===== src/rtl/xnor_reduce_pipe.sv =====
// xnor_reduce_pipe: pipelined radix-3 XNOR/XOR reduction of a WIDTH-bit word.
// Register slices split the tree every LVL_PER_STAGE levels. The slices are
// joined by a valid/ready elastic handshake in which bubbles collapse.
// Optional build macro XNOR_STATS_EN adds CLR/ERR_CNT. ERR_CNT is a saturating
// count of delivered zero results.
module xnor_reduce_pipe #(
  parameter int unsigned WIDTH         = 27,
  parameter int unsigned LVL_PER_STAGE = 1,
  parameter bit          INVERT        = 1'b1
) (
  input  logic             CLK,
  input  logic             RSTB,
  input  logic [WIDTH-1:0] IN,
  input  logic             IN_VLD,
  output logic             IN_RDY,
  output logic             Q,
  output logic             Q_VLD,
  input  logic             Q_RDY
`ifdef XNOR_STATS_EN
  ,
  input  logic             CLR,
  output logic [15:0]      ERR_CNT
`endif
);

  // Number of radix-3 levels needed to cover w leaves (at least one).
  function automatic int unsigned tree_levels(input int unsigned w);
    int unsigned lv;
    int unsigned span;
    lv   = 0;
    span = 1;
    while (span < w) begin
      span = span * 3;
      lv   = lv + 1;
    end
    return (lv == 0) ? 1 : lv;
  endfunction

  // Integer power of three.
  function automatic int unsigned pow3(input int unsigned e);
    int unsigned r;
    r = 1;
    for (int unsigned i = 0; i < e; i++) begin
      r = r * 3;
    end
    return r;
  endfunction

  localparam int unsigned L  = tree_levels(WIDTH);
  localparam int unsigned S  = (L + LVL_PER_STAGE - 1) / LVL_PER_STAGE;
  localparam int unsigned TW = pow3(L);
  localparam int unsigned NW = TW / 3;

  if (WIDTH < 1 || WIDTH > 243 || LVL_PER_STAGE < 1 || LVL_PER_STAGE > 5) begin : g_bad_param
    $error("xnor_reduce_pipe: WIDTH must be 1..243 and LVL_PER_STAGE 1..5");
  end

  // Every slice stores its level vector right-aligned in a TW-bit word; the
  // bits above the live node count are always zero (the XOR identity).
  logic [TW-1:0]         leaf_c;
  logic [S-1:0][TW-1:0]  data_q;
  logic [S-1:0][TW-1:0]  data_d;
  logic [S-1:0][TW-1:0]  src_c;
  logic [S-1:0]          v_q;
  logic [S-1:0]          v_d;
  logic [S-1:0]          vup_c;
  logic [S:0]            rdy_c;

  // Pad the input word to a full tree; unused leaves read as 0.
  assign leaf_c = TW'(IN);

  // Ready chain, slice inputs and next-state data for every slice.
  always_comb begin
    logic [TW-1:0] cur;
    logic [TW-1:0] nxt;
    int            lvl;
    cur    = '0;
    nxt    = '0;
    lvl    = 0;
    v_d    = v_q;
    data_d = data_q;
    src_c  = '0;
    vup_c  = '0;
    rdy_c  = '0;

    // A slice can load when it is empty or its successor is moving on.
    rdy_c[S] = Q_RDY;
    for (int k = int'(S) - 1; k >= 0; k--) begin
      rdy_c[k] = !v_q[k] || rdy_c[k+1];
    end

    // Slice 0 is fed by the port; later slices by their predecessor.
    src_c[0] = leaf_c;
    vup_c[0] = IN_VLD;
    for (int k = 1; k < int'(S); k++) begin
      src_c[k] = data_q[k-1];
      vup_c[k] = v_q[k-1];
    end

    for (int k = 0; k < int'(S); k++) begin
      cur = src_c[k];
      // Reduce up to LVL_PER_STAGE levels; the last slice may have fewer.
      for (int j = 0; j < int'(LVL_PER_STAGE); j++) begin
        lvl = k * int'(LVL_PER_STAGE) + j;
        if (lvl < int'(L)) begin
          nxt = '0;
          for (int i = 0; i < int'(NW); i++) begin
            nxt[i] = cur[3*i] ^ cur[3*i+1] ^ cur[3*i+2];
          end
          cur = nxt;
        end
      end
      // The root node is the only place inversion is applied.
      if (k == int'(S) - 1) begin
        cur[0] = cur[0] ^ INVERT;
      end
      if (rdy_c[k]) begin
        v_d[k] = vup_c[k];
        // Only real words update the data, so an idle output stays put.
        if (vup_c[k]) begin
          data_d[k] = cur;
        end
      end
    end
  end

  // Slice valid bits and data registers; reset discards everything in flight.
  always_ff @(posedge CLK or negedge RSTB) begin
    if (!RSTB) begin
      v_q    <= '0;
      data_q <= '0;
    end else begin
      v_q    <= v_d;
      data_q <= data_d;
    end
  end

  assign IN_RDY = rdy_c[0];
  assign Q_VLD  = v_q[S-1];
  assign Q      = data_q[S-1][0];

`ifdef XNOR_STATS_EN
  logic [15:0] err_cnt_q;
  logic [15:0] err_cnt_d;

  // Count delivered zero results; clear wins over a same-cycle increment.
  always_comb begin
    err_cnt_d = err_cnt_q;
    if (CLR) begin
      err_cnt_d = '0;
    end else if (Q_VLD && Q_RDY && !Q && (err_cnt_q != 16'hFFFF)) begin
      err_cnt_d = err_cnt_q + 16'd1;
    end
  end

  // Statistics counter register.
  always_ff @(posedge CLK or negedge RSTB) begin
    if (!RSTB) begin
      err_cnt_q <= '0;
    end else begin
      err_cnt_q <= err_cnt_d;
    end
  end

  assign ERR_CNT = err_cnt_q;
`endif

endmodule


===== config.mk =====
export PLATFORM = sky130hd
export DESIGN_NAME = xnor_reduce_pipe
export DESIGN_NICKNAME = d
export VERILOG_FILES = /design/src/rtl/xnor_reduce_pipe.sv
export SDC_FILE = /design/constraint.sdc
export NUM_CORES = 1
export LEC_CHECK = 0
export ABC_CLOCK_PERIOD_IN_PS = 2700
export CORE_MARGIN = 10
export CORE_UTILIZATION = 48
export CTS_BUF_LIST = sky130_fd_sc_hd__clkbuf_2 sky130_fd_sc_hd__clkbuf_4 sky130_fd_sc_hd__clkbuf_8
export DETAILED_ROUTE_END_ITERATION = 7
export PLACE_DENSITY = 0.95
export RECOVER_POWER = 50
export SETUP_SLACK_MARGIN = 0.15
export SYNTH_ARGS = -nofsm -noshare
export SYNTH_HDL_FRONTEND = slang
export SYNTH_SLANG_ARGS = --single-unit

===== constraint.sdc =====
create_clock -name CLK -period 2.7 [get_ports CLK]
set_clock_uncertainty 0.2 [all_clocks]
set_input_delay 0.405 -clock CLK [delete_from_list [all_inputs] [get_ports CLK]]
set_output_delay 0.405 -clock CLK [all_outputs]
set_load 0.005 [all_outputs]

==> metrics.log, run 1 <==
[metrics] antenna violation net count after detailed routing: 0
[metrics] top achievable clock speed: approximately 440 MHz
[metrics] Sequential Power Share: ~44%
[metrics] number of buffers created by CTS: 3
[metrics] Final setup violation count: 0
[metrics] setup repair after global routing missed its margin: no
[metrics] antenna diode count: 0
[metrics] arrival time worst endpoint: 1.68 ns
[metrics] logic gate share of total power: between 30% and 40%
[metrics] Mapped Cells: 64
[metrics] IO Pins: 34
[metrics] final setup TNS: 0 ns
[metrics] depth of the most critical reg-to-reg path: 3
[metrics] Static Leakage: about 0.52 nW
[metrics] maximum number of buffers from clock root to sink: 2
[metrics] sequential fraction of the synthesis area: between 40% and 50%
[metrics] main combinational cell family by area after synthesis: XOR/XNOR gates
[metrics] die height: 63.1 um
[metrics] reg-to-reg startpoint: v_q[1]
[metrics] H-tree depth: 1
[metrics] startpoint type of the worst setup path: input port
[metrics] hold_buf cts: 0
[metrics] Yosys reg bits: 16
[metrics] max-cap violations: 0
[metrics] endpoint type of the worst setup path: output port
[metrics] total number of yosys warnings: 0
[metrics] Final Hold Slack: 0.341 ns
[metrics] via count of the first global-routing pass: approximately 700
[metrics] area share of xor/xnor cells in the synthesized design: about a quarter
[metrics] cell type with the largest total area after synthesis: dfrtp_1
[metrics] sum of overflow across all layers after global routing: 0
[metrics] switching power summed over all nets: 0.221 mW
[metrics] instance count along the most critical hold path: 1
[metrics] net count of the finished layout: 133
[metrics] most frequent cells in the layout: clkdlybuf4s50_1, xnor2_1, dfrtp_1
[metrics] number of distinct standard cells referenced by the synthesized netlist: 12
[metrics] peak supply drop: 0.000327 V
[metrics] ratio of cells with drive above 1 in the final layout: between 10% and 20%
[metrics] top area cells in the synthesized netlist: dfrtp_1, xnor2_1, mux2_4, mux2_2, nand4b_4
[metrics] power density over the cells: 641 nW/um^2
[metrics] clock root buffer: clkbuf_4
[metrics] mean number of vias per cell: 4.66
[metrics] total number of vias: between 500 and 600
[metrics] die boundary width: 63.1 um
[metrics] area of the die: 3980 um^2
[metrics] pre-CTS setup slack: just under 0.5 ns
[metrics] average footprint of a synthesized cell: about 14 um^2
[metrics] Final Hold Fails: 0
[metrics] Initial Util: roughly 51%
[metrics] Tmin final: between 2 and 2.5 ns
[metrics] total power: approximately 0.83 mW
[metrics] DP HPWL: roughly 1.5 mm
[metrics] number of nets in the synthesized netlist: 95
[metrics] number of sinks driven by the clock tree: 16
[metrics] worst endpoint required time: about 2.1 ns
[metrics] largest net degree at the start of global routing: 17
[metrics] hold-critical path endpoint: data_q[2]
[metrics] final slew viol count: 0
[metrics] first-pass iteration count of the detailed router: 2
[metrics] Simple-Gate Fraction of Synth Area: a little under a tenth
[metrics] most common cell after layout, fill and taps aside: clkdlybuf4s50_1
[metrics] clock-pin slew on the worst setup and hold paths: 0.09 ns
[metrics] Synth Area in Adders: 0%
[metrics] CTS resizes: 0
[metrics] core footprint: between 1500 and 2000 um^2
[metrics] count of buffers added by post-CTS timing repair for setup: 0
[metrics] PnR worst setup slack: ~0.42 ns
[metrics] part of the cycle the worst path needs: 84.5%
[metrics] area share of the largest cell type after synthesis: 45.0%
[metrics] cell-internal power: slightly above 0.6 mW
[metrics] Synth Area in Compound Gates: around 1.3%
[metrics] Clock Power Share: about a fifth
[metrics] terminus of the critical flop-to-flop path: data_q[29]
[metrics] switching power share of the total: roughly 27%
[metrics] Worst-Margin Slew: 0.694 ns
[metrics] worst setup path category: in2out
[metrics] highest net fanout along the worst path: 3
[metrics] final core utilization: between 70% and 80%
[metrics] buffers added on ports: 33
[metrics] Clock Latency Late Sink: 0.28 ns
[metrics] Tot GR Track Use: under 10%
[metrics] number of antenna violations at the first check in global routing: 0
[metrics] Post-Synthesis Cell Area: between 800 and 900 um^2
[metrics] routability cong.: 0.752
[metrics] reg-to-reg slack, setup: 1.26 ns
[metrics] Layout Area Growth over Synthesis: 44.7%
[metrics] number of cell rows: 15
[metrics] Detailed Route Iter0 Violations: 10
[metrics] headroom to the max-slew limit: between 50% and 60%
[metrics] status: complete, no violations
[metrics] Hold Crit Start: data_q[2]
[metrics] wire length of the first global-routing pass: 3.01 mm
[metrics] DR WL/cell: 13.8 um
[metrics] mux share of post-synthesis cell area: a little under a fifth
[metrics] Final Routed Wirelength: between 1.5 and 2 mm
[metrics] CTS tree: yes
[metrics] post-detailed-route DRC marker count: 0
[metrics] worst hold path class: reg2reg
-- per-stage QoR --
stage	cell area, um^2	instances
4_1_cts	1290	126
2_1_floorplan	890	64
3_5_place_dp	1250	122
6_report	1290	126
3_3_place_gp	1250	122
5_1_grt	1290	126
-- worst max-delay path, cell delays in order --
cell and delay [ns]:
dlygate4sd3_1 0.57, nand4b_4 0.22, clkdlybuf4s50_1 0.48
-- cells by family (layout without fill, tap and decap cells) --
group	after synthesis	count (layout)
multiplexers	12	12
AO/OA/AOI/OAI	2	2
XOR/XNOR	26	26
buffers and inverters	0	37
AND/OR/NAND/NOR	8	8
flip-flops	16	16
-- flip-flops by register name (all words and copies together), names as in the netlist --
signal / count
Q: 1
v_q: 3
data_q: 12
-- synthesized netlist by cell type --
cell	n
a21oi_1	1
nand3b_1	1
nand4b_4	1
nand2_1	1
or2b_1	1
mux2_4	9
dfrtp_1	16
nand2_8	1
nand2b_1	3
mux2_2	3
a31oi_1	1
xnor2_1	26
-- power groups by stage --
stage / registers, mW / logic (mW) / clock network (mW)
2_1_floorplan: 0.353 / 0.217 / 0
3_3_place_gp: 0.360 / 0.300 / 0
3_5_place_dp: 0.366 / 0.316 / 0
4_1_cts: 0.363 / 0.318 / 0.157
5_1_grt: 0.371 / 0.340 / 0.169
6_report: 0.362 / 0.310 / 0.154
-- area by class of cell --
type | instances | area [um^2]
multi-input cells | 48 | 489
fillers | 124 | 458
flip-flops and latches | 16 | 400
repair buffers | 33 | 330
clock buffers | 4 | 36.3
well taps | 25 | 31.3
-- per-layer routing --
metal | track usage (%) | wire length, um | vias up
met1 | 9.12 | 683 | 278
met5 | 0 | 0 | -
li1 | - | - | 285
met3 | 3.00 | 115 | 2
met4 | 5.03 | 29 | 0
met2 | 16.8 | 915 | 22
-- how the worst max path moves through the flow --
| stage | endpoint | startpoint | slack (ns) | cells past startpoint |
|---|---|---|---|---|
| final | IN_RDY | Q_RDY | 0.42 | 3 |
| after global routing | IN_RDY | Q_RDY | 0.38 | 3 |
| after CTS | IN_RDY | Q_RDY | 0.49 | 3 |
| after detailed placement | IN_RDY | Q_RDY | 0.49 | 3 |
| after global placement | IN_RDY | Q_RDY | 0.52 | 3 |
| after floorplan | data_q[0] | Q_RDY | 1.32 | 3 |
Power figures use the tool's default switching activity.
==> run 2: changes to the inputs <==
- ABC_CLOCK_PERIOD_IN_PS: 2700 -> 2100
- CORE_UTILIZATION: 48 -> 45
- PLACE_DENSITY: 0.95 -> 0.91
- clock period: 2.7 -> 2.1 ns (I/O delays scaled with it)
==> run 2 against run 1 <==
Against the previous run:
- first-iteration DRC count shrank 80%
- final cell count up 2.4%
- critical path type unchanged
- sequential share of layout area is 0.21 points lower
- worst setup slack got worse by 0.19 ns
- flip-flop and latch count unchanged
- largest power group unchanged
- die area up 4.5%
- clock power rose by 32%
- worst hold slack worse by 0.037 ns
==> metrics.log, run 2 (synthesis results as in run 1) <==
[metrics] peak supply drop: 0.000412 V (+26%)
[metrics] clock-pin slew on the worst setup and hold paths: 0.09 ns (about the same)
[metrics] Tot GR Track Use: 8.97% (-0.30 points)
[metrics] highest net fanout along the worst path: 3 (unchanged)
[metrics] number of sinks driven by the clock tree: 16 (unchanged)
[metrics] final core utilization: 67.4% (-6.3 points)
[metrics] power density over the cells: 822 nW/um^2 (+28%)
[metrics] Clock Latency Late Sink: 0.29 ns (about the same)
[metrics] max-cap violations: 0 (unchanged)
[metrics] Initial Util: 46.3% (-4.7 points)
[metrics] top achievable clock speed: between 500 and 600 MHz
[metrics] worst setup path category: in2out
[metrics] ordered list of cells on the worst path: dlygate4sd3_1 -> nand4b_4 -> dlygate4sd2_1
[metrics] top sig layer: met4
[metrics] number of antenna violations at the first check in global routing: 0 (unchanged)
[metrics] worst endpoint required time: 1.58 ns (-0.52 ns)
[metrics] Top Family by Delay on Critical Path: buffers and inverters
[metrics] pre-CTS setup slack: 0.0964 ns (-0.396 ns)
[metrics] arrival time worst endpoint: 1.36 ns (-0.32 ns)
[metrics] Detailed Route Iter0 Violations: 2 (-8)
[metrics] core footprint: 1920 um^2 (+10%)
[metrics] Final Hold Fails: 0 (unchanged)
[metrics] via count of the first global-routing pass: 659 (-3.7%)
[metrics] status: complete, no violations
[metrics] Final setup violation count: 0 (unchanged)
[metrics] headroom to the max-slew limit: 53.0% (-0.60 points)
[metrics] first-pass iteration count of the detailed router: 2 (unchanged)
[metrics] number of cell rows: 16 (+1)
[metrics] post-detailed-route DRC marker count: 0 (unchanged)
[metrics] PnR worst setup slack: 0.224 ns (-0.193 ns)
[metrics] final slew viol count: 0 (unchanged)
[metrics] buffers added on ports: 33 (unchanged)
[metrics] routability cong.: 0.713 (-5.1%)
[metrics] DR WL/cell: 13.5 um (-2.5%)
[metrics] Layout Area Growth over Synthesis: 45.7%
[metrics] Met1 Wirelength: 604 um (-12%)
[metrics] most frequent cells in the layout: clkdlybuf4s50_1, xnor2_1, dfrtp_1
[metrics] die height: 64.5 um (+2.2%)
[metrics] IO Pins: 34 (unchanged)
[metrics] wire length on met3: 151 um (+31%)
[metrics] die boundary width: 64.5 um (+2.2%)
[metrics] number of buffers created by CTS: 3 (unchanged)
[metrics] Worst-Margin Slew: 0.703 ns (+0.00903 ns)
[metrics] endpoint type of the worst setup path: output port
[metrics] sum of overflow across all layers after global routing: 0 (unchanged)
[metrics] Largest stage delay, worst path: 0.57 ns (about the same)
[metrics] setup repair after global routing missed its margin: no
[metrics] metal2 WL: 938 um (+2.5%)
[metrics] standard cell area after detailed placement: 1260 um^2 (+0.80%)
[metrics] area of the die: 4160 um^2 (+4.5%)
[metrics] maximum number of buffers from clock root to sink: 2 (unchanged)
[metrics] CTS tree: yes
[metrics] Static Leakage: 0.520 nW (+0.65%)
[metrics] mean number of vias per cell: 4.58 (-1.7%)
[metrics] total number of vias: 591 (+0.68%)
[metrics] slowest cell on the critical path: dlygate4sd3_1
[metrics] count of buffers added by post-CTS timing repair for setup: 0 (unchanged)
[metrics] Final Routed Wirelength: 1.74 mm (-0.23%)
[metrics] register containing the most flip-flops in the final layout: data_q
[metrics] total power: 1.07 mW (+29%)
[metrics] net count of the finished layout: 134 (+0.75%)
[metrics] Tmin final: approximately 1.9 ns
[metrics] H-tree depth: 1 (unchanged)
[metrics] antenna violation net count after detailed routing: 0 (unchanged)
[metrics] part of the cycle the worst path needs: approximately nine tenths
[metrics] largest net degree at the start of global routing: 17 (unchanged)
[metrics] buffers plus inverters on the worst setup path: 2 (unchanged)
[metrics] clock root buffer: clkbuf_4
[metrics] most common cell after layout, fill and taps aside: clkdlybuf4s50_1
[metrics] antenna diode count: 0 (unchanged)
[metrics] wire length of the first global-routing pass: 2.99 mm (-0.47%)
[metrics] final setup TNS: 0 ns (unchanged)
[metrics] final cell area excluding filler cells: 1300 um^2 (+0.68%)
[metrics] max reg flops: 12 (unchanged)
[metrics] worst hold path class: in2async
[metrics] startpoint type of the worst setup path: input port
[metrics] ratio of cells with drive above 1 in the final layout: 18.6% (+0.81 points)
-- run 2: cell count changes in the layout (fill, tap and decap cells not counted), sizes merged --
cell and change:
buf +1, dlygate4sd2 +1, clkdlybuf4s50 -1
-- run 2: report_power, final --
group	internal (mW)	switching, mW
clock network	0.106	0.0971
registers	0.396	0.0685
logic	0.276	0.121
-- run 2: repair_timing --
| item | CTS | global route |
|---|---|---|
| hold buffers | 0 | 0 |
| gates resized for setup | 1 | 0 |
| endpoints found under the setup margin | 1 | 0 |
-- run 2: stage by stage --
| stage | hold slack (ns) | std cells |
|---|---|---|
| floorplan | -0.181 | 64 |
| global placement | 0.310 | 125 |
| detailed placement | 0.324 | 125 |
| CTS | 0.250 | 129 |
| global route | 0.351 | 129 |
| finish | 0.303 | 129 |
-- run 2: metal layers --
metal / global-route usage, % / vias to the layer above
met3: 3.78 / 4
met4: 4.81 / 0
li1: - / 289
met5: 0 / -
met2: 16.6 / 26
met1: 8.05 / 272
-- run 2: cell type report --
class                           instances  area, um^2
Multi-Input combinational cell         48         489
Tap cell                               27        33.8
Clock buffer                            4        36.3
Timing Repair Buffer                   34         337
Sequential cell                        16         400
Fill cell                             147         626
-- run 2: worst paths after layout --
kind | from | end | slack, ns | cells after the start
setup / recovery | Q_RDY | IN_RDY | 0.22 | 3
hold / removal | RSTB | v_q[0] | 0.30 | 1
setup reg to reg | v_q[1] | data_q[7] | 0.58 | 4
hold reg to reg | data_q[3] | data_q[3] | 0.34 | 1
max in group asynchronous | RSTB | Q | 0.95 | 1
min in group CLK | data_q[3] | data_q[3] | 0.34 | 1
==> run 3: changes to the inputs <==
- CORE_ASPECT_RATIO: not set -> 1.2
==> run 3 against run 2 <==
Against the previous run:
- non-clock buffer count increased by 1
- count of clock-buffer cells in the layout decreased by 1
- routed wire length decreased by 6.4%
- register-to-register slack improved by 0.04 ns
- sequential power about the same
- fmax increased by 1.0%
- worst hold slack improved by 0.035 ns
- power decreased by 6.5%
- combinational power decreased by 2%
- die area increased by 0.19%
- flip-flop and latch count unchanged
- worst setup slack improved by 0.019 ns
- largest cell class unchanged
==> metrics.log, run 3 (synthesis results as in run 1) <==
[metrics] status: complete, no violations
[metrics] die boundary width: 60.6 um (-6.0%)
[metrics] Final Routed Wirelength: 1.63 mm (-6.4%)
[metrics] Layout Area Growth over Synthesis: 43.5%
[metrics] endpoint type of the worst setup path: output port
[metrics] DP HPWL: roughly 1.5 mm
[metrics] end of the critical path: IN_RDY
[metrics] antenna violation net count after detailed routing: 0 (unchanged)
[metrics] depth of the most critical reg-to-reg path: 4 (unchanged)
[metrics] startpoint of the worst setup timing path: Q_RDY
[metrics] max-cap violations: 0 (unchanged)
[metrics] antenna diode count: 0 (unchanged)
[metrics] worst endpoint required time: 1.58 ns (about the same)
[metrics] Initial Util: 48.1% (+1.8 points)
[metrics] worst hold path class: reg2reg
[metrics] wire length of the first global-routing pass: 2.70 mm (-9.7%)
[metrics] power density over the cells: 781 nW/um^2 (-5.0%)
[metrics] CTS tree: yes
[metrics] worst setup path category: in2out
[metrics] terminus of the critical flop-to-flop path: data_q[4]
[metrics] number of cell rows: 17 (+1)
[metrics] PnR worst setup slack: 0.243 ns (+0.0190 ns)
[metrics] Detailed Route Iter0 Violations: 1 (-1)
[metrics] first-pass iteration count of the detailed router: 2 (unchanged)
[metrics] core footprint: 1850 um^2 (-3.7%)
[metrics] final core utilization: 69.0% (+1.5 points)
[metrics] startpoint type of the worst setup path: input port
[metrics] Sequential Power Share: 46.4% (+2.8 points)
[metrics] mean number of vias per cell: 4.80 (+4.8%)
[metrics] DR WL/cell: 13.4 um (-0.25%)
[metrics] Static Leakage: 0.514 nW (-1.2%)
[metrics] reg-to-reg slack, setup: 0.62 ns (+0.04 ns)
[metrics] post-detailed-route DRC marker count: 0 (unchanged)
[metrics] setup repair after global routing missed its margin: no
[metrics] number of sinks driven by the clock tree: 16 (unchanged)
[metrics] buffers added on ports: 33 (unchanged)
[metrics] switching power summed over all nets: 0.258 mW (-10%)
[metrics] Clock Latency Late Sink: 0.27 ns (-0.02 ns)
[metrics] hold_buf cts: 0 (unchanged)
[metrics] highest net fanout along the worst path: 3 (unchanged)
[metrics] largest net degree at the start of global routing: 17 (unchanged)
[metrics] count of buffers added by post-CTS timing repair for setup: 0 (unchanged)
[metrics] max reg flops: 12 (unchanged)
[metrics] maximum number of buffers from clock root to sink: 2 (unchanged)
[metrics] final setup TNS: 0 ns (unchanged)
[metrics] register containing the most flip-flops in the final layout: data_q
[metrics] most frequent cells in the layout: clkdlybuf4s50_1, xnor2_1, dfrtp_1
[metrics] Final Hold Fails: 0 (unchanged)
[metrics] Clock Power Share: 14.4% (-4.6 points)
[metrics] H-tree depth: 1 (unchanged)
[metrics] Worst-Margin Slew: 0.813 ns (+0.109 ns)
[metrics] part of the cycle the worst path needs: 88.4% (-0.90 points)
[metrics] clock root buffer: clkbuf_4
[metrics] sum of overflow across all layers after global routing: 0 (unchanged)
[metrics] final slew viol count: 0 (unchanged)
[metrics] ratio of cells with drive above 1 in the final layout: 17.6% (-0.98 points)
[metrics] number of antenna violations at the first check in global routing: 0 (unchanged)
[metrics] die height: 68.7 um (+6.6%)
[metrics] pre-CTS setup slack: 0.124 ns (+0.0277 ns)
[metrics] number of filler cells placed in the layout: 149 (+1.4%)
[metrics] via count of the first global-routing pass: 637 (-3.3%)
[metrics] clock-pin slew on the worst setup and hold paths: 0.08 ns (about the same)
[metrics] peak supply drop: 0.000439 V (+6.5%)
[metrics] top achievable clock speed: 539 MHz (+1.0%)
[metrics] Tot GR Track Use: 8.48% (-0.50 points)
[metrics] Final setup violation count: 0 (unchanged)
[metrics] switching power share of the total: 25.8% (-1.1 points)
[metrics] Tmin final: 1.86 ns (-0.0190 ns)
[metrics] area of the die: 4160 um^2 (+0.19%)
[metrics] arrival time worst endpoint: 1.34 ns (-0.02 ns)
[metrics] net count of the finished layout: 135 (+0.75%)
[metrics] total number of vias: 581 (-1.7%)
[metrics] cell-internal power: 0.739 mW (-5.0%)
[metrics] reg-to-reg startpoint: v_q[1]
[metrics] logic gate share of total power: 39.1% (+1.8 points)
[metrics] headroom to the max-slew limit: 45.8% (-7.1 points)
[metrics] IO Pins: 34 (unchanged)
[metrics] routability cong.: 0.734 (+3.0%)
[metrics] most common cell after layout, fill and taps aside: clkdlybuf4s50_1
[metrics] total power: 0.997 mW (-6.5%)
[metrics] number of buffers created by CTS: 3 (unchanged)
-- run 3: cell types whose count changed in the layout (fill, tap and decap cells not counted) --
cell / previous run / this run
clkbuf_1: 0 / 1
clkbuf_8: 1 / 0
-- run 3: per-stage QoR --
stage | instance area (um^2) | std cells | hold WS (ns)
5_1_grt | 1280 | 121 | 0.354
4_1_cts | 1280 | 121 | 0.158
2_1_floorplan | 890 | 64 | -0.181
6_report | 1280 | 121 | 0.339
3_3_place_gp | 1260 | 118 | 0.311
3_5_place_dp | 1260 | 118 | 0.323
-- run 3: worst min path at each step --
| stage | start | end | slack (ns) | cells after the start |
|---|---|---|---|---|
| 2_1_floorplan | RSTB | Q | -0.18 | 0 |
| 3_3_place_gp | data_q[28] | data_q[28] | 0.31 | 1 |
| 3_5_place_dp | data_q[8] | data_q[8] | 0.32 | 1 |
| 6_report | data_q[3] | data_q[3] | 0.34 | 1 |
| 5_1_grt | data_q[3] | data_q[3] | 0.35 | 1 |
| 4_1_cts | RSTB | v_q[0] | 0.16 | 2 |
-- run 3: worst max-delay path, stage by stage --
cell	delay [ns]
dlygate4sd3_1	0.57
nand4b_4	0.18
dlygate4sd2_1	0.28
-- run 3: area by class of cell --
class                           instances  area (um^2)  share of cell area (%)
Multi-Input combinational cell         48          489                    38.3
Clock buffer                            3         22.5                    1.76
Timing Repair Buffer                   35          340                    26.7
Sequential cell                        16          400                    31.4
Tap cell                               19         23.8                    1.86
-- run 3: routing by layer --
layer / vias up / share of wire, % / track usage (%)
li1: 287 / - / -
met1: 265 / 35 / 7.74
met2: 27 / 52 / 14.7
met3: 2 / 11 / 4.39
met4: 0 / 2.1 / 4.95
met5: - / 0 / 0
-- run 3: power groups by stage --
stage               clock [mW]  sequential (mW)  combinational (mW)
finish                   0.144            0.463               0.390
detailed placement           0            0.470               0.401
CTS                      0.150            0.464               0.400
global route             0.160            0.474               0.434
floorplan                    0            0.453               0.279
global placement             0            0.463               0.388
-- run 3: what timing repair did --
item	CTS	global route
setup endpoints to repair	1	0
hold endpoints to repair	0	0
gates resized for setup	1	0
